File: src/rtl/mfp_portctrl_pkg.sv
// Shared register map and limits for the AHB port-control slave.
// The offsets are byte offsets; the decode compares word indices.
package mfp_portctrl_pkg;

    localparam int MAX_N_CH   = 8;
    localparam int MAX_N_CTRL = 4;

    localparam logic [7:0] OFS_CH_DATA = 8'h00;
    localparam logic [7:0] OFS_PENDING = 8'h20;
    localparam logic [7:0] OFS_MASK    = 8'h24;
    localparam logic [7:0] OFS_ACK     = 8'h28;
    localparam logic [7:0] OFS_OVERRUN = 8'h2C;
    localparam logic [7:0] OFS_CTRL    = 8'h30;

    localparam logic [2:0] SIZE_WORD = 3'b010;

    function automatic logic [5:0] word_idx(input logic [7:0] ofs);
        return ofs[7:2];
    endfunction

endpackage

File: src/rtl/mfp_port_channel.sv
// One capture channel: update-edge detect, data register, pending/overrun
// flags and the acknowledge pulse returned to the peripheral.
module mfp_port_channel #(
    parameter int DW = 32
) (
    input  logic          clk,
    input  logic          rst,
    input  logic          updt,
    input  logic [DW-1:0] info,
    input  logic          clear,
    input  logic          ovr_clr,
    output logic [DW-1:0] data,
    output logic          pending,
    output logic          pending_d,
    output logic          overrun_d,
    output logic          intack
);

    logic updt_q;
    logic overrun;
    logic capture;

    assign capture = updt & ~updt_q;

    // A capture beats a clear on the same edge; an overrun set beats its W1C.
    always_comb begin
        // NOTE: every combinational output gets a default first so no path infers a latch.
        pending_d = pending;
        overrun_d = overrun;
        if (clear)   pending_d = 1'b0;
        if (capture) pending_d = 1'b1;
        if (ovr_clr) overrun_d = 1'b0;
        if (capture && pending && !clear) overrun_d = 1'b1;
    end

    always_ff @(posedge clk) begin
        // Tracks the strobe even in reset, so a level held through reset is not an edge.
        // NOTE: state uses <= so every flop samples the pre-edge values.
        updt_q <= updt;
        if (rst) begin
            data    <= '0;
            pending <= 1'b0;
            overrun <= 1'b0;
            intack  <= 1'b0;
        end else begin
            if (capture) data <= info;
            pending <= pending_d;
            overrun <= overrun_d;
            intack  <= clear & pending & ~capture;
        end
    end

endmodule

File: src/rtl/mfp_ahb_portctrl.sv
// AHB-Lite slave with N capture channels, M control ports, pending/overrun
// flags, an interrupt mask and a registered IRQ. Zero wait states.
module mfp_ahb_portctrl
    import mfp_portctrl_pkg::*;
#(
    parameter int N_CH   = 4,
    parameter int DW     = 32,
    parameter int N_CTRL = 2,
    parameter int CTRL_W = 8
) (
    input  logic                     HCLK,
    input  logic                     SI_Reset,
    input  logic                     HSEL,
    input  logic [7:0]               HADDR,
    input  logic [1:0]               HTRANS,
    input  logic                     HWRITE,
    input  logic [2:0]               HSIZE,
    input  logic [31:0]              HWDATA,
    input  logic                     HREADY,
    output logic [31:0]              HRDATA,
    output logic                     HREADYOUT,
    output logic                     HRESP,
    input  logic [N_CH*DW-1:0]       PORT_INFO,
    input  logic [N_CH-1:0]          PORT_UPDT,
    output logic [N_CH-1:0]          PORT_INTACK,
    output logic [N_CTRL*CTRL_W-1:0] PORT_CTRL,
    output logic                     IRQ
);

    logic              acc;
    logic              rd_acc;
    logic [5:0]        rd_idx;
    logic [5:0]        rd_ch_ofs;
    logic [5:0]        rd_ctrl_ofs;
    logic              wr_q;
    logic              word_q;
    logic [5:0]        widx_q;
    logic              wr_en;
    logic [N_CH-1:0]   ch_clear;
    logic [N_CH-1:0]   ovr_clr;
    logic [N_CH-1:0]   pending_q;
    logic [N_CH-1:0]   pending_d;
    logic [N_CH-1:0]   overrun_d;
    logic [DW-1:0]     ch_data [N_CH];
    logic [N_CH-1:0]   mask_q;
    logic [N_CH-1:0]   mask_d;
    logic [CTRL_W-1:0] ctrl_q [N_CTRL];
    logic [CTRL_W-1:0] ctrl_d [N_CTRL];
    logic [31:0]       rd_data;
    logic              unused;

    assign HREADYOUT = 1'b1;
    assign HRESP     = 1'b0;
    assign unused    = &{1'b0, HADDR[1:0], HTRANS[0], HWDATA};

    assign acc         = HSEL & HTRANS[1] & HREADY;
    assign rd_acc      = acc & ~HWRITE;
    assign rd_idx      = HADDR[7:2];
    assign rd_ch_ofs   = rd_idx - word_idx(OFS_CH_DATA);
    assign rd_ctrl_ofs = rd_idx - word_idx(OFS_CTRL);
    assign wr_en       = wr_q & word_q;

    always_ff @(posedge HCLK) begin
        if (SI_Reset) begin
            wr_q   <= 1'b0;
            word_q <= 1'b0;
            widx_q <= '0;
        end else begin
            wr_q <= acc & HWRITE;
            if (acc) begin
                word_q <= (HSIZE == SIZE_WORD);
                widx_q <= HADDR[7:2];
            end
        end
    end

    for (genvar i = 0; i < N_CH; i++) begin : g_ch
        mfp_port_channel #(.DW(DW)) u_ch (
            .clk       (HCLK),
            .rst       (SI_Reset),
            .updt      (PORT_UPDT[i]),
            .info      (PORT_INFO[i*DW +: DW]),
            .clear     (ch_clear[i]),
            .ovr_clr   (ovr_clr[i]),
            .data      (ch_data[i]),
            .pending   (pending_q[i]),
            .pending_d (pending_d[i]),
            .overrun_d (overrun_d[i]),
            .intack    (PORT_INTACK[i])
        );
    end

    // Clears come from a read in its address phase or an ACK write in its data phase.
    always_comb begin
        ch_clear = '0;
        ovr_clr  = '0;
        for (int i = 0; i < N_CH; i++)
            if (rd_acc && rd_ch_ofs < 6'(MAX_N_CH) && rd_ch_ofs == 6'(i)) ch_clear[i] = 1'b1;
        if (wr_en && widx_q == word_idx(OFS_ACK))     ch_clear = ch_clear | HWDATA[N_CH-1:0];
        if (wr_en && widx_q == word_idx(OFS_OVERRUN)) ovr_clr  = HWDATA[N_CH-1:0];
    end

    always_comb begin
        mask_d = mask_q;
        ctrl_d = ctrl_q;
        if (wr_en && widx_q == word_idx(OFS_MASK)) mask_d = HWDATA[N_CH-1:0];
        for (int j = 0; j < N_CTRL; j++)
            if (wr_en && widx_q == word_idx(OFS_CTRL) + 6'(j)) ctrl_d[j] = HWDATA[CTRL_W-1:0];
    end

    // Read mux looks at next-state values so a read right after a write sees it.
    always_comb begin
        rd_data = '0;
        for (int i = 0; i < N_CH; i++)
            if (rd_ch_ofs < 6'(MAX_N_CH) && rd_ch_ofs == 6'(i)) rd_data[DW-1:0] = ch_data[i];
        for (int j = 0; j < N_CTRL; j++)
            if (rd_ctrl_ofs < 6'(MAX_N_CTRL) && rd_ctrl_ofs == 6'(j)) rd_data[CTRL_W-1:0] = ctrl_d[j];
        if (rd_idx == word_idx(OFS_PENDING)) rd_data[N_CH-1:0] = pending_d;
        if (rd_idx == word_idx(OFS_MASK))    rd_data[N_CH-1:0] = mask_d;
        if (rd_idx == word_idx(OFS_OVERRUN)) rd_data[N_CH-1:0] = overrun_d;
    end

    always_ff @(posedge HCLK) begin
        if (SI_Reset) begin
            mask_q <= '0;
            ctrl_q <= '{default: '0};
            HRDATA <= '0;
            IRQ    <= 1'b0;
        end else begin
            mask_q <= mask_d;
            ctrl_q <= ctrl_d;
            HRDATA <= rd_acc ? rd_data : 32'h0;
            IRQ    <= |(pending_q & mask_q);
        end
    end

    for (genvar j = 0; j < N_CTRL; j++) begin : g_ctrl
        assign PORT_CTRL[j*CTRL_W +: CTRL_W] = ctrl_q[j];
    end

endmodule

File: config.mk
export PLATFORM = sky130hd
export DESIGN_NAME = mfp_ahb_portctrl
export DESIGN_NICKNAME = d
export VERILOG_FILES = /design/src/rtl/mfp_portctrl_pkg.sv /design/src/rtl/mfp_port_channel.sv /design/src/rtl/mfp_ahb_portctrl.sv
export SDC_FILE = /design/constraint.sdc
export NUM_CORES = 1
export LEC_CHECK = 0
export ABC_AREA = 1
export CAP_MARGIN = 20
export CORE_UTILIZATION = 52
export CTS_CLUSTER_DIAMETER = 40
export CTS_CLUSTER_SIZE = 24
export DETAILED_ROUTE_END_ITERATION = 7
export PLACE_DENSITY = 0.84
export SLEW_MARGIN = 20
export SYNTH_ARGS = -nofsm -noshare
export SYNTH_HDL_FRONTEND = slang
export SYNTH_HIERARCHICAL = 1
export SYNTH_SLANG_ARGS = --single-unit
File: constraint.sdc
create_clock -name HCLK -period 5.3 [get_ports HCLK]
set_input_delay 1.06 -clock HCLK [delete_from_list [all_inputs] [get_ports HCLK]]
set_output_delay 1.06 -clock HCLK [all_outputs]
set_load 0.05 [all_outputs]
==> results of run 1 <==
-- critical path: stages --
cell,delay (ns)
clkdlybuf4s50_1,0.51
nor2_2,0.51
inv_2,0.09
nor2_2,0.61
nand2_1,0.09
o21ai_0,0.16
nor2_1,0.11
inv_1,0.08
nand2_1,0.05
nand2_1,0.11
nand4_1,0.10
nor2_1,0.09
nor2_1,0.04
-- synthesized netlist by cell type (2+ instances only) --
cell	number
nor2_1	318
dfxtp_1	205
nand2_1	187
o21ai_0	135
inv_1	66
nand3_1	33
a21oi_1	23
a41oi_2	18
buf_4	17
o21ai_1	14
buf_2	13
nand4_1	13
clkbuf_1	11
nor2_2	11
inv_2	9
clkbuf_2	8
a41oi_1	7
nand2_2	6
nor2_4	6
buf_1	4
buf_6	3
nand3_2	3
nor3_1	3
a31oi_1	2
conb_1	2
o211ai_2	2
o21a_1	2
-- cell families after synthesis --
kind of cell	after synthesis	share of synthesized area, %
other	2	0.0897
AND/OR/NAND/NOR	581	28.3
flip-flops	205	49.0
AO/OA/AOI/OAI	205	15.3
buffers and inverters	132	7.28
-- stage by stage --
step / setup WS (ns) / instance area, um2
finish: 2.08 / 11400
global route: 1.78 / 11300
CTS: 2.12 / 11300
detailed placement: 1.61 / 10500
global placement: 1.66 / 10500
floorplan: 2.87 / 8370
-- state kept, by name, indices dropped and copies added, names as in the netlist --
name               flops
word_q                 1
g_ch.u_ch/overrun      4
g_ch.u_ch/data       128
IRQ                    1
PORT_CTRL             16
wr_q                   1
g_ch.u_ch/pending      4
g_ch.u_ch/updt_q       4
g_ch.u_ch/intack       4
widx_q                 6
mask_q                 4
HRDATA                32
-- worst max-delay path by stage --
stage / endpoint / startpoint / cells after the start / slack, ns
2_1_floorplan: HRDATA[1] / HADDR[7] / 14 / 2.87
3_3_place_gp: HRDATA[0] / HADDR[4] / 13 / 1.66
3_5_place_dp: HRDATA[0] / HADDR[4] / 13 / 1.61
4_1_cts: HRDATA[0] / HADDR[4] / 13 / 2.12
5_1_grt: HRDATA[0] / HADDR[4] / 13 / 1.78
6_report: HRDATA[0] / HADDR[4] / 13 / 2.08
-- layout by cell type (no fill, tap or decap), types with 2 or more instances in the layout --
cell type / n
nor2_4: 6
inv_6: 6
nor3_1: 3
nand3_2: 3
a31oi_1: 2
nand4_1: 13
a41oi_2: 18
dfxtp_1: 205
nand3_1: 33
clkbuf_16: 27
o21ai_0: 135
nor2_2: 11
clkbuf_1: 3
clkinv_2: 3
inv_2: 9
bufinv_16: 2
o21a_1: 2
o21ai_1: 14
clkinv_4: 4
o211ai_2: 2
clkinvlp_4: 2
nor2_1: 318
nand2_1: 187
a21oi_1: 23
nand2_2: 6
clkdlybuf4s50_1: 207
buf_4: 9
a41oi_1: 7
inv_1: 66
conb_1: 2
-- layer usage --
layer	share of wire [%]	vias up
li1	-	3989
met1	42	3756
met2	47	341
met3	7.5	68
met4	3.9	0
met5	0	-
-- area by class of cell --
class,count,area (um2)
inverter,76,287
sequential,205,4100
clock buffer,31,701
timing repair buffer,216,2140
multi-input combinational,788,3660
antenna,1,2.50
tap,216,270
clock inverter,17,189
fill,1267,4480
-- power by group --
group | internal, W | switching, W | leakage, nW
registers | 0.00161 | 0.0000384 | 1.68
logic | 0.000162 | 0.000177 | 2.19
clock network | 0.00107 | 0.000714 | 0.430
==> metrics.txt, run 1 <==
area of the mapped netlist=0.00837 mm2; top post-synthesis cells by area=dfxtp_1, nor2_1, nand2_1; min Tclk post-route=3.22 ns; Avg Inst Size Synth=7.44 um2; Synth Warn #=6; Max clock buf depth=3; post-route ant nets=0; worst slew pin tran=0.993 ns; leading register cell type out of synthesis=dfxtp_1; hold path depth=2; Remaining DRCs=0; GRT overflow=0; Post-Synthesis Cells=1,125; ys async rst share=0%; VDD IR-drop max=0.256 mV; worst reg2reg setup slack=3.43 ns; global placement routability congestion=0.900; HP Start=widx_q[5]; clk root buf=clkbuf_16; CP Capture Type=flop; largest net degree at the start of global routing=35; initial DRC count=around 500; Area growth syn-to-layout=35.6%; final core utilization=71.7%; layout cells sized above 1=under 10%; WHS Endpoint=widx_q[5]; Hold WC Path Type=reg -> reg; Fin. Hold Viols=0; antenna violations before repair=1; post-route insts no fill=1,550; post-DP HPWL=between 15,000 and 20,000 um; cell taking the most area after synthesis=dfxtp_1; total of max-cap violations=0; worst r2r path cells=12; clk slew on worst S/H paths=0.06 ns; final hold slack=0.470 ns; worst-path fanout max=14; Tcrit/Tclk final=60.7%; syn_nets=1,307; RSZ-0062 raised after global routing=no; IO Pins=237; Slew headroom=around a third; CP Launch Type=primary input; post-CTS sizing=0; Via Count=8,154; final setup fails=0; Worst Path Required=5.70 ns; DR WL/cell=16.4 um; number of enable flip-flop cells after synthesis=0; clk_skew=0.0156 ns; area fraction of the dominant cell type after synthesis=49.0%; Cell Rows=46; fmax=between 0.3 and 0.4 GHz; drt via density=5.26; Yosys cell types=31; clk sink count=just over 200; grt met1 use=38.2%; Die W=129 um; overall power=0.00377 W; Slew Limit Fails=0; NumNets Final=~1,500; Critical R2R Launch=widx_q[4]; CTS tree=yes; Chip Height=129 um; number of I/O port buffers=207; later-pin clock latency in the skew report=0.52 ns; Num CTS Buffers=26; status=completed; Tot GR Track Use=30.7%; reg2reg end=HRDATA[1]; vias in the first global route=between 7,000 and 8,000; register bit total from synthesis=205; sequential fraction of the synthesis area=49.0%; Hold Buf Count CTS=0; # Post-CTS Setup Buffers=0; Arrival @ worst endpoint=3.62 ns; core area=between 0.015 and 0.02 mm2; PwrDens=332 mW/mm2; critical path type=in -> reg; DR pass1 iterations=5; first-pass GRT wire length=between 30,000 and 40,000 um; post-route setup TNS=0 ns; H-tree depth=1; gr busiest metal=met2; final wirelength=25,400 um; GRT met3 Usage=5.65%; die area=0.0166 mm2; Starting Density=52.9%; met2 Use GR=51.8%; dpl cells=1,501; Leak=4.31 nW
No activity file was read; power rests on OpenSTA's default activity.
==> run 2: changes to the inputs <==
CORE_UTILIZATION = 43   (was 52)
PLACE_DENSITY = 0.74   (was 0.84)
clock period = 2.8 ns   (was 5.3 ns; I/O delays follow)
==> metrics.txt, run 2 (same netlist as run 1, synthesis figures left out) <==
post-route setup TNS=0 ns (unchanged); NumNets Final=1,511 (was 1,495); clk root buf=clkbuf_16 (unchanged); min Tclk post-route=2.28 ns; DR WL/cell=16.1 um (was 16.4 um); Leak=4.46 nW (was 4.31 nW); status=completed (unchanged); initial DRC count=538 (was 501); Via Count=8,095 (was 8,154); PwrDens=648 mW/mm2 (was 332 mW/mm2); DR top layer=met4 (unchanged); fill count=1,745 (was 1,267); layout cells sized above 1=9.34% (was 8.25%); Tcrit/Tclk final=between 80 and 90%; max FFs per register=128 (unchanged); Max clock buf depth=3 (unchanged); first-pass GRT wire length=39,700 um (about the same); die area=0.0200 mm2 (was 0.0166 mm2); Hold WC Path Type=reg -> reg (unchanged); Worst Path Required=2.24 ns (was 5.70 ns); clk sink count=205 (unchanged); Cell Rows=50 (was 46); CP max stage delay=0.81 ns (was 0.61 ns); post-route ant nets=0 (unchanged); RSZ-0062 raised after global routing=no (unchanged); total of max-cap violations=0 (unchanged); core area=0.0189 mm2 (was 0.0158 mm2); Buf/Inv on CP=1 (was 3); most flop-heavy register=g_ch.u_ch/data (unchanged); worst reg2reg setup slack=0.96 ns (was 3.43 ns); # Post-CTS Setup Buffers=0 (unchanged); CP Capture Type=primary output (was flop); reg2reg end=HRDATA[1] (unchanged); Arrival @ worst endpoint=1.72 ns (was 3.62 ns); CP Launch Type=flop (was primary input); Fin. Hold Viols=0 (unchanged); final setup fails=0 (unchanged); worst r2r path cells=12 (unchanged); largest net degree at the start of global routing=35 (unchanged); Met2 Wirelength=12,100 um (was 11,900 um); number of I/O port buffers=207 (unchanged); Die W=142 um (was 129 um); worst-path fanout max=1 (was 14); Starting Density=44.3% (was 52.9%); DR pass1 iterations=5 (unchanged); Largest delay share family, worst path=buffers and inverters (was simple AND/OR/NAND/NOR gates); VDD IR-drop max=0.459 mV (was 0.256 mV); Met3 Routed Length=2000 um (was 1910 um); Remaining DRCs=0 (unchanged); vias in the first global route=7,651 (was 7,945); final core utilization=61.8% (was 71.7%); Chip Height=142 um (was 129 um); crit path to=IRQ (was HRDATA[0]); GRT overflow=0 (unchanged); post-route insts no fill=1,609 (was 1,550); Tot GR Track Use=25.7% (was 30.7%); commonest non-fill, non-tap cell in the layout=nor2_1 (unchanged); commonest non-fill, non-tap cells in the layout=nor2_1, clkdlybuf4s50_1, dfxtp_1 (unchanged); CTS tree=yes (unchanged); fmax=0.438 GHz; post-DP HPWL=17,600 um (was 16,600 um); M1 wire length=11,200 um (was 10,600 um); later-pin clock latency in the skew report=0.54 ns (was 0.52 ns); global placement routability congestion=0.940 (was 0.900); drt via density=5.03 (was 5.26); dpl cells=1,559 (was 1,501); # diodes=0 (was 1); IO Pins=237 (unchanged); Area growth syn-to-layout=39.5% (was 35.6%); clk_skew=0.0104 ns (was 0.0156 ns); Slew headroom=49.6% (was 33.6%); WP depth=1 (was 13); critical path type=reg -> out (was in -> reg); post-CTS sizing=0 (unchanged); Slew Limit Fails=0 (unchanged); worst slew pin tran=0.755 ns (was 0.993 ns); worst path cell trace=clkdlybuf4s50_1 (was clkdlybuf4s50_1, nor2_2, inv_2, nor2_2, nand2_1, o21ai_0, nor2_1, inv_1, nand2_1, nand2_1, nand4_1, nor2_1, nor2_1); Critical-path top delay cell=clkdlybuf4s50_1 (was nor2_2); Hold Buf Count CTS=0 (unchanged); antenna violations before repair=0 (was 1); clk slew on worst S/H paths=0.06 ns (about the same); final wirelength=26,000 um (was 25,400 um); H-tree depth=1 (unchanged); overall power=0.00756 W (was 0.00377 W); crit path from=IRQ (was HADDR[4]); Critical R2R Launch=widx_q[5] (was widx_q[4]); Num CTS Buffers=28 (was 26); hold path depth=2 (unchanged)
[run 2: per-stage QoR]
stage               cell area, um2  hold WS [ns]  setup slack, ns
finish                       11700         0.464            0.518
global route                 11700         0.479            0.452
CTS                          11700         0.458            0.508
detailed placement           10700         0.450            0.122
global placement             10700         0.441            0.183
floorplan                     8370         0.429            0.869
[run 2: final cells by class]
cell class	instances	area [um2]	share of cell area, %
Clock buffer	37	795	6.80
Timing Repair Buffer	230	2280	19.5
Inverter	76	287	2.45
Multi-Input combinational cell	788	3660	31.3
Tap cell	260	325	2.79
Sequential cell	205	4100	35.1
Clock inverter	13	226	1.94
[run 2: how the worst min path moves through the flow]
| stage | to | from | slack, ns |
|---|---|---|---|
| floorplan | widx_q[5] | widx_q[5] | 0.43 |
| global route | widx_q[4] | widx_q[4] | 0.48 |
| global placement | widx_q[4] | widx_q[4] | 0.44 |
| detailed placement | widx_q[4] | widx_q[4] | 0.45 |
| finish | widx_q[4] | widx_q[4] | 0.46 |
| CTS | widx_q[4] | widx_q[4] | 0.46 |
[run 2: power by group]
part	internal (W)	switching [W]	total (W)
combinational	0.000320	0.000339	0.000659
clock	0.00246	0.00132	0.00377
sequential	0.00306	0.0000718	0.00313
[run 2: layer usage]
layer	GRT usage, %	up-vias
li1	-	4018
met1	32.6	3709
met2	43.4	316
met3	4.96	52
met4	9.00	0
met5	0	-
==> run 3: changes to the inputs <==
CORE_UTILIZATION = 48   (was 43)
PLACE_DENSITY = 0.78   (was 0.74)
clock period = 2.17 ns   (was 2.8 ns; I/O delays follow)
==> metrics.txt, run 3 (same netlist as run 1, synthesis figures left out) <==
status=completed (unchanged); total of max-cap violations=0 (unchanged); clk slew on worst S/H paths=0.06 ns (about the same); Worst Path Required=1.74 ns (was 2.24 ns); Remaining DRCs=0 (unchanged); Largest delay share family, worst path=buffers and inverters (unchanged); fmax=0.471 GHz; Tot GR Track Use=28.6% (was 25.7%); HP Start=PORT_UPDT[3] (was widx_q[4]); final setup fails=0 (unchanged); Via Count=8,355 (was 8,095); Max clock buf depth=3 (unchanged); final wirelength=26,100 um (was 26,000 um); commonest non-fill, non-tap cells in the layout=nor2_1, clkdlybuf4s50_1, dfxtp_1 (unchanged); CP Capture Type=primary output (unchanged); Slew headroom=60.8% (was 49.6%); final hold slack=0.456 ns (was 0.464 ns); core area=0.0168 mm2 (was 0.0189 mm2); Hold WC Path Type=in -> reg (was reg -> reg); Leak=4.67 nW (was 4.46 nW); Arrival @ worst endpoint=1.69 ns (was 1.72 ns); min Tclk post-route=2.12 ns; commonest non-fill, non-tap cell in the layout=nor2_1 (unchanged); CP Launch Type=flop (unchanged); antenna violations before repair=1 (was 0); number of I/O port buffers=207 (unchanged); Cell Rows=47 (was 50); Die W=134 um (was 142 um); clk sink count=205 (unchanged); first-pass GRT wire length=40,100 um (was 39,700 um); post-route ant nets=0 (unchanged); most flop-heavy register=g_ch.u_ch/data (unchanged); VDD IR-drop max=0.655 mV (was 0.459 mV); NumNets Final=1,554 (was 1,511); worst-path fanout max=1 (unchanged); initial DRC count=527 (was 538); later-pin clock latency in the skew report=0.51 ns (was 0.54 ns); critical path type=reg -> out (unchanged); Area growth syn-to-layout=43.0% (was 39.5%); die area=0.0180 mm2 (was 0.0200 mm2); dpl cells=1,564 (was 1,559); crit path from=g_ch[2].u_ch/intack (was IRQ); # Post-CTS Setup Buffers=0 (unchanged); layout cells sized above 1=12.1% (was 9.34%); drt via density=5.18 (was 5.03); DR pass1 iterations=5 (unchanged); Tcrit/Tclk final=97.9%; DR WL/cell=16.2 um (was 16.1 um); Fin. Hold Viols=0 (unchanged); Hold Buf Count CTS=0 (unchanged); IO Pins=237 (unchanged); largest net degree at the start of global routing=33 (was 35); GRT overflow=0 (unchanged); vias in the first global route=7,950 (was 7,651); global placement routability congestion=0.902 (was 0.940); Num CTS Buffers=26 (was 28); worst slew pin tran=0.586 ns (was 0.755 ns); max FFs per register=128 (unchanged); PwrDens=801 mW/mm2 (was 648 mW/mm2); clk root buf=clkbuf_16 (unchanged); Critical R2R Launch=widx_q[5] (unchanged); post-DP HPWL=18,400 um (was 17,600 um); H-tree depth=1 (unchanged); CTS tree=yes (unchanged); Slew Limit Fails=0 (unchanged); clk_skew=0.00780 ns (was 0.0104 ns); post-route insts no fill=1,612 (was 1,609); worst path cell trace=clkdlybuf4s50_1 (unchanged); Buf/Inv on CP=1 (unchanged); Starting Density=49.8% (was 44.3%); Critical-path top delay cell=clkdlybuf4s50_1 (unchanged); Chip Height=134 um (was 142 um); post-CTS sizing=0 (unchanged); RSZ-0062 raised after global routing=no (unchanged); CP max stage delay=0.86 ns (was 0.81 ns)
-- run 3: worst paths after layout --
check	endpoint	cells past startpoint	slack, ns
setup / recovery	PORT_INTACK[2]	1	0.05
hold / removal	g_ch[3].u_ch/updt_q	1	0.46
hold reg to reg	widx_q[4]	2	0.46
setup reg to reg	HRDATA[1]	12	0.39
-- run 3: layer usage --
layer / wire, um / up-vias / GRT usage, %
met5: 0 / - / 0
met4: 777 / 0 / 10.5
met3: 2200 / 60 / 5.44
met2: 12200 / 352 / 47.2
met1: 11000 / 3833 / 37.1
li1: - / 4110 / -
-- run 3: layout make-up --
| type | count | area, um2 |
|---|---|---|
| Clock inverter | 14 | 209 |
| Clock buffer | 33 | 738 |
| Inverter | 76 | 287 |
| Timing Repair Buffer | 275 | 2700 |
| Sequential cell | 205 | 4100 |
| Multi-Input combinational cell | 788 | 3660 |
| Fill cell | 1342 | 4850 |
| Antenna cell | 1 | 2.50 |
| Tap cell | 220 | 275 |
-- run 3: metrics by stage --
step | total power (W) | cell area, um2 | setup TNS, ns | worst slack, ns | util [%]
4_1_cts | 0.00961 | 12000 | 0 | 0.0194 | 71.2
6_report | 0.00959 | 12000 | 0 | 0.0462 | 71.2
3_5_place_dp | 0.00501 | 11000 | -0.325 | -0.117 | 65.5
5_1_grt | 0.00987 | 12000 | 0 | 0.000493 | 71.2
2_1_floorplan | 0.00451 | 8370 | 0 | 0.365 | -
3_3_place_gp | 0.00499 | 11000 | -0.175 | -0.0604 | 65.5
-- run 3: worst register-to-register path, cell delays in order, from the launching register on --
cell,delay [ns]
dfxtp_1,0.30
inv_1,0.06
nand2_1,0.13
nor2_1,0.15
nand2_1,0.17
o21ai_0,0.28
nor2_1,0.10
inv_1,0.08
nand2_1,0.07
nand2_1,0.09
nand4_1,0.09
nor2_1,0.11
nor2_1,0.05
-- run 3: report_power, final --
group | switching [W] | total (W) | internal [W]
logic | 0.000451 | 0.000909 | 0.000458
clock network | 0.00164 | 0.00464 | 0.00300
registers | 0.0000956 | 0.00404 | 0.00395
==> RTL edit 1: new RTL, settings of run 3 <==
The parameter `N_CTRL` goes from 2 to 4.
--- a/src/rtl/mfp_ahb_portctrl.sv
+++ b/src/rtl/mfp_ahb_portctrl.sv
@@ -7,3 +7,3 @@
     parameter int DW     = 32,
-    parameter int N_CTRL = 2,
+    parameter int N_CTRL = 4,
     parameter int CTRL_W = 8
Ports: changed (resized PORT_CTRL); port bits go from 237 to 253. The function was not compared with the original's and may differ.
==> RTL edit 1 against run 3 <==
The run now ends with design-rule violations left. Synthesized area is 7.2% higher. Clock power is 11% higher. Routed wire length is 3.9% higher. Final area is 6.4% higher. Setup slack worse by 0.011 ns. Critical path depth stayed put. Power is 8.2% higher. Register-to-register slack worse by 0.07 ns. Sequential cell count is 16 higher. Largest power group unchanged.
==> RTL edit 1: results <==
status:
  outcome: "complete, but fails checks"
  violations: "design-rule violations"
global_route:
  grt.total_usage_pct: 28.2
  grt_max_degree: 43
  antenna_found_initial: 0
  grt_pass1_vias: 8893
  grt_pass1_wl_mm: 43.8
layout:
  largest_register_ff_count: 128
  n_antenna_cell: 0
  fillCellCount: 1460
  layout-drive-gt1-share_pct: 10.8
  regMostFlops: "g_ch.u_ch/data"
  fin_cells: 1724
placement:
  place_hpwl_mm: 19.6
  dp_worst_setup_slack_ns: -0.178
  io_buffers: 223
  finalWeightedCongestion: 0.929
yosys:
  synth_adder_area_share_pct: 0
  synthMuxAreaShare_pct: 0.446
  postSynthCellCount: 1215
  yosys-top-cells-count: "nor2_1, dfxtp_1, nand2_1, o21ai_0, inv_1"
  synth.area.top_cells: "dfxtp_1, nor2_1, o21ai_0"
  yosysUniqueCellTypes: 40
  synth_compound_area_share_pct: 13.9
  synth_nets: 1397
  synthXorXnorAreaFrac_pct: 0
  synth_warnings: 6
  yosysSeqAreaShare_pct: 49.3
  synth_async_sr_flop_share_pct: 0
timing:
  slew_headroom_pct: 38.3
  clock_skew_ns: 0.0142
  fin_ws_ns: 0.0353
  whs_ns: 0.281
setup_path:
  ff2ff_setup_slack_ns: 0.32
  r2r-start: "widx_q[1]"
  r2r_end: "HRDATA[3]"
  crit_slowest_cell: "clkdlybuf4s50_1"
  crit_family: "buffers and inverters"
  crit_path_start: "HRDATA[19]"
  ff2ff_path_depth: 11
  arrival_ns: 1.70
  worstPathMaxFanout: 1
  max_stage_delay_ns: 0.82
  cp-endpoint: "HRDATA[19]"
cts:
  h-tree-depth: 1
  cts_inserted_buffers: 30
  clkTransAtPathRegs_ns: 0.06
  postCtsSetupRepairBufs: 0
  clockBufferDepth: 3
  clk_latency_ns: 0.53
  cts-root-buf: "clkbuf_16"
detailed_routing:
  vias: 9005
  dr.pass1.iters: 8
  drc: 10
  drt-total-wl_mm: 27.1
  drt_iter0_markers: 546
min_path:
  hold_path_class: "in -> reg"
power:
  irDropWorstVdd_mv: 0.619
  leakage_nw: 5.29
RTL edit 1: worst min path at each step:
stage	from	end	depth (start not counted)
floorplan	word_q	word_q	2
global placement	word_q	word_q	2
detailed placement	word_q	word_q	2
CTS	SI_Reset	g_ch[0].u_ch/pending	2
global route	SI_Reset	g_ch[0].u_ch/pending	2
finish	SI_Reset	g_ch[0].u_ch/pending	2
RTL edit 1: worst register-to-register path, stage by stage, from the launching register on:
cell	delay, ns
dfxtp_1	0.42
nand2_1	0.12
nor2_4	0.20
nand2_1	0.17
o21ai_0	0.28
nor2_1	0.11
nand2_1	0.10
nand2_1	0.05
o21ai_0	0.16
inv_1	0.05
nand2_1	0.06
inv_1	0.03
RTL edit 1: per-stage QoR:
step           total power [W]  utilization, %  instance area [um2]  TNS [ns]
3_3_place_gp           0.00526            64.1                11600    -0.907
6_report                0.0104            70.2                12700         0
2_1_floorplan          0.00483               -                 8980         0
3_5_place_dp           0.00529            64.1                11600     -1.27
4_1_cts                 0.0104            70.1                12700         0
5_1_grt                 0.0107            70.2                12700         0
RTL edit 1: cells by family after synthesis:
kind of cell | after synthesis
and+or+nand+nor | 614
AOI/OAI and AO/OA | 228
DFF | 221
buffers and inverters | 146
muxes | 4
other | 2
RTL edit 1: layout make-up:
cell class / count / share of cell area (%)
Clock buffer: 35 / 6.29
Clock inverter: 21 / 2.16
Inverter: 85 / 2.56
Multi-Input combinational cell: 848 / 30.4
Sequential cell: 221 / 34.7
Tap cell: 229 / 2.25
Timing Repair Buffer: 285 / 21.6
RTL edit 1: routing by layer:
| layer | vias up | track usage, % | share of wire [%] |
|---|---|---|---|
| met5 | - | 0 | 0 |
| met4 | 0 | 12.8 | 3.9 |
| met2 | 373 | 48.3 | 47 |
| met1 | 4114 | 33.9 | 40 |
| met3 | 86 | 6.01 | 8.2 |
| li1 | 4432 | - | - |
RTL edit 1: power by group:
group	switching, W	internal [W]	leakage [nW]
Sequential	0.000102	0.00424	1.81
Clock	0.00188	0.00328	0.533
Combinational	0.000438	0.000438	2.95
RTL edit 1: repair_timing:
action                     4_1_cts  5_1_grt
setup endpoints to repair        0        8
hold buffers                     0        0
gates resized for setup          0        8
==> RTL edit 2: new RTL, settings of run 3 <==
Made on the original files. Reset style: asynchronous (`SI_Reset`), changed in 2 clocked blocks.
--- a/src/rtl/mfp_ahb_portctrl.sv
+++ b/src/rtl/mfp_ahb_portctrl.sv
@@ -62,3 +62,3 @@
 
-    always_ff @(posedge HCLK) begin
+    always_ff @(posedge HCLK or posedge SI_Reset) begin
         if (SI_Reset) begin
@@ -122,3 +122,3 @@
 
-    always_ff @(posedge HCLK) begin
+    always_ff @(posedge HCLK or posedge SI_Reset) begin
         if (SI_Reset) begin
Formal check against the unedited RTL: differs if SI_Reset is asserted again (counterexample within 4 cycles, from zero or initial values and one cycle with SI_Reset high); with SI_Reset held inactive, the same outputs for 10 cycles.
==> RTL edit 2 against run 3 <==
Critical path type unchanged. Global-route usage grew 1.5 points. Setup slack lost 0.025 ns. Routed wire length grew 3.9%. Cell count shrank 0.68%. Critical path depth is the same. Final area grew 1.4%. Power grew 0.87%. Sequential cell count is the same. Critical endpoint is now HRDATA[9]. Synthesized area grew 2.1%.
==> RTL edit 2: results <==
yosys:
  yosys-top-cells-count: "nor2_1, o21ai_0, dfxtp_1, nand2_1, inv_1"
  avgSynthCellArea_um2: 7.70
  synth.area.top_cells: "dfxtp_1, dfrtp_1, nor2_1"
  synth_nets: 1292
  yosysSeqAreaShare_pct: 51.6
  yosysUniqueCellTypes: 34
  synth_async_sr_flop_share_pct: 29.8
detailed_routing:
  drt-total-wl_mm: 27.1
  drt_iter0_markers: 605
  route.met3.wl_mm: 2.06
  dr.pass1.iters: 8
  vias: 8590
  wl_met1_mm: 10.9
  dr_wl_met2_mm: 13.1
layout:
  layout-drive-gt1-share_pct: 11.2
  nets: 1538
  fillCellCount: 1363
  fin_cells: 1601
  n_antenna_cell: 0
status:
  outcome: "finished clean"
cts:
  clockBufferDepth: 3
  cts_inserted_buffers: 27
  postCtsSetupRepairBufs: 0
  clk_latency_ns: 0.53
setup_path:
  crit_slowest_cell: "clkdlybuf4s50_1"
  crit_family: "buffers and inverters"
  max_stage_delay_ns: 0.81
global_route:
  grt_pass1_wl_mm: 42.1
  grt.total_usage_pct: 30.0
  grt_pass1_vias: 8154
  grt_max_degree: 45
min_path:
  hold_path_class: "in -> reg"
placement:
  finalWeightedCongestion: 0.908
  place_hpwl_mm: 19.4
timing:
  tightestPinTransition_ns: 0.997
  clock_skew_ns: 0.0132
power:
  irDropWorstVdd_mv: 0.626
  leakage_nw: 5.26
  switching_share_pct: 25.8
==> RTL edit 2: cell count changes after synthesis, sizes merged, moves of 12 or more <==
| cell | run 3 | this run |
|---|---|---|
| inv | 75 | 87 |
| nand2 | 193 | 114 |
| a41oi | 25 | 0 |
| nor2 | 335 | 302 |
| a31oi | 2 | 15 |
| o21ai | 149 | 178 |
| nand3 | 36 | 57 |
| a21oi | 23 | 48 |
| dfrtp | 0 | 61 |
| dfxtp | 205 | 144 |
==> RTL edit 2: stage by stage <==
step	area, um2	hold WS, ns	util [%]	power [W]	setup WS [ns]
finish	12100	0.466	69.9	0.00967	0.0217
global route	12100	0.465	69.9	0.0100	0.00603
CTS	12100	0.455	69.8	0.00970	0.000610
detailed placement	11200	0.464	64.5	0.00520	-0.243
global placement	11200	0.455	64.5	0.00517	-0.172
floorplan	8550	0.438	-	0.00466	0.170
==> RTL edit 2: cells by family after synthesis <==
group	count (synthesis)	share of synthesized area, %
AO/OA/AOI/OAI	259	16.0
other	2	0.0879
flip-flops	205	51.6
multiplexers	2	0.307
buffers and inverters	149	7.55
AND/OR/NAND/NOR	493	24.5
==> RTL edit 2: path summary, 6_finish.rpt <==
path	end	depth (start not counted)	from	slack [ns]
min reg2reg	HRDATA[30]	2	g_ch[2].u_ch/data[30]	0.47
min in group asynchronous	HRDATA[1]	4	SI_Reset	0.57
min	g_ch[3].u_ch/updt_q	1	PORT_UPDT[3]	0.47
max in group asynchronous	HRDATA[18]	4	SI_Reset	1.38
max	HRDATA[9]	1	HRDATA[9]	0.02
max reg2reg	HRDATA[3]	11	widx_q[5]	0.20
==> RTL edit 2: per-layer routing <==
metal / vias to the layer above / GRT usage, %
met5: - / 0
met4: 0 / 13.3
met3: 72 / 3.93
met2: 411 / 51.0
met1: 4018 / 38.2
li1: 4089 / -
==> RTL edit 2: power by group through the flow <==
stage / clock network [W] / registers, W / logic, W
after floorplan: 0 / 0.00418 / 0.000486
after global placement: 0 / 0.00417 / 0.00100
after detailed placement: 0 / 0.00418 / 0.00103
after CTS: 0.00456 / 0.00410 / 0.00104
after global routing: 0.00474 / 0.00412 / 0.00114
final: 0.00453 / 0.00410 / 0.00104
==> RTL edit 2: cell type report <==
type / instances / area share, %
Sequential cell: 205 / 36.3
Multi-Input combinational cell: 756 / 28.8
Timing Repair Buffer: 278 / 22.1
Clock buffer: 31 / 5.94
Inverter: 88 / 2.72
Tap cell: 225 / 2.32
Clock inverter: 18 / 1.73
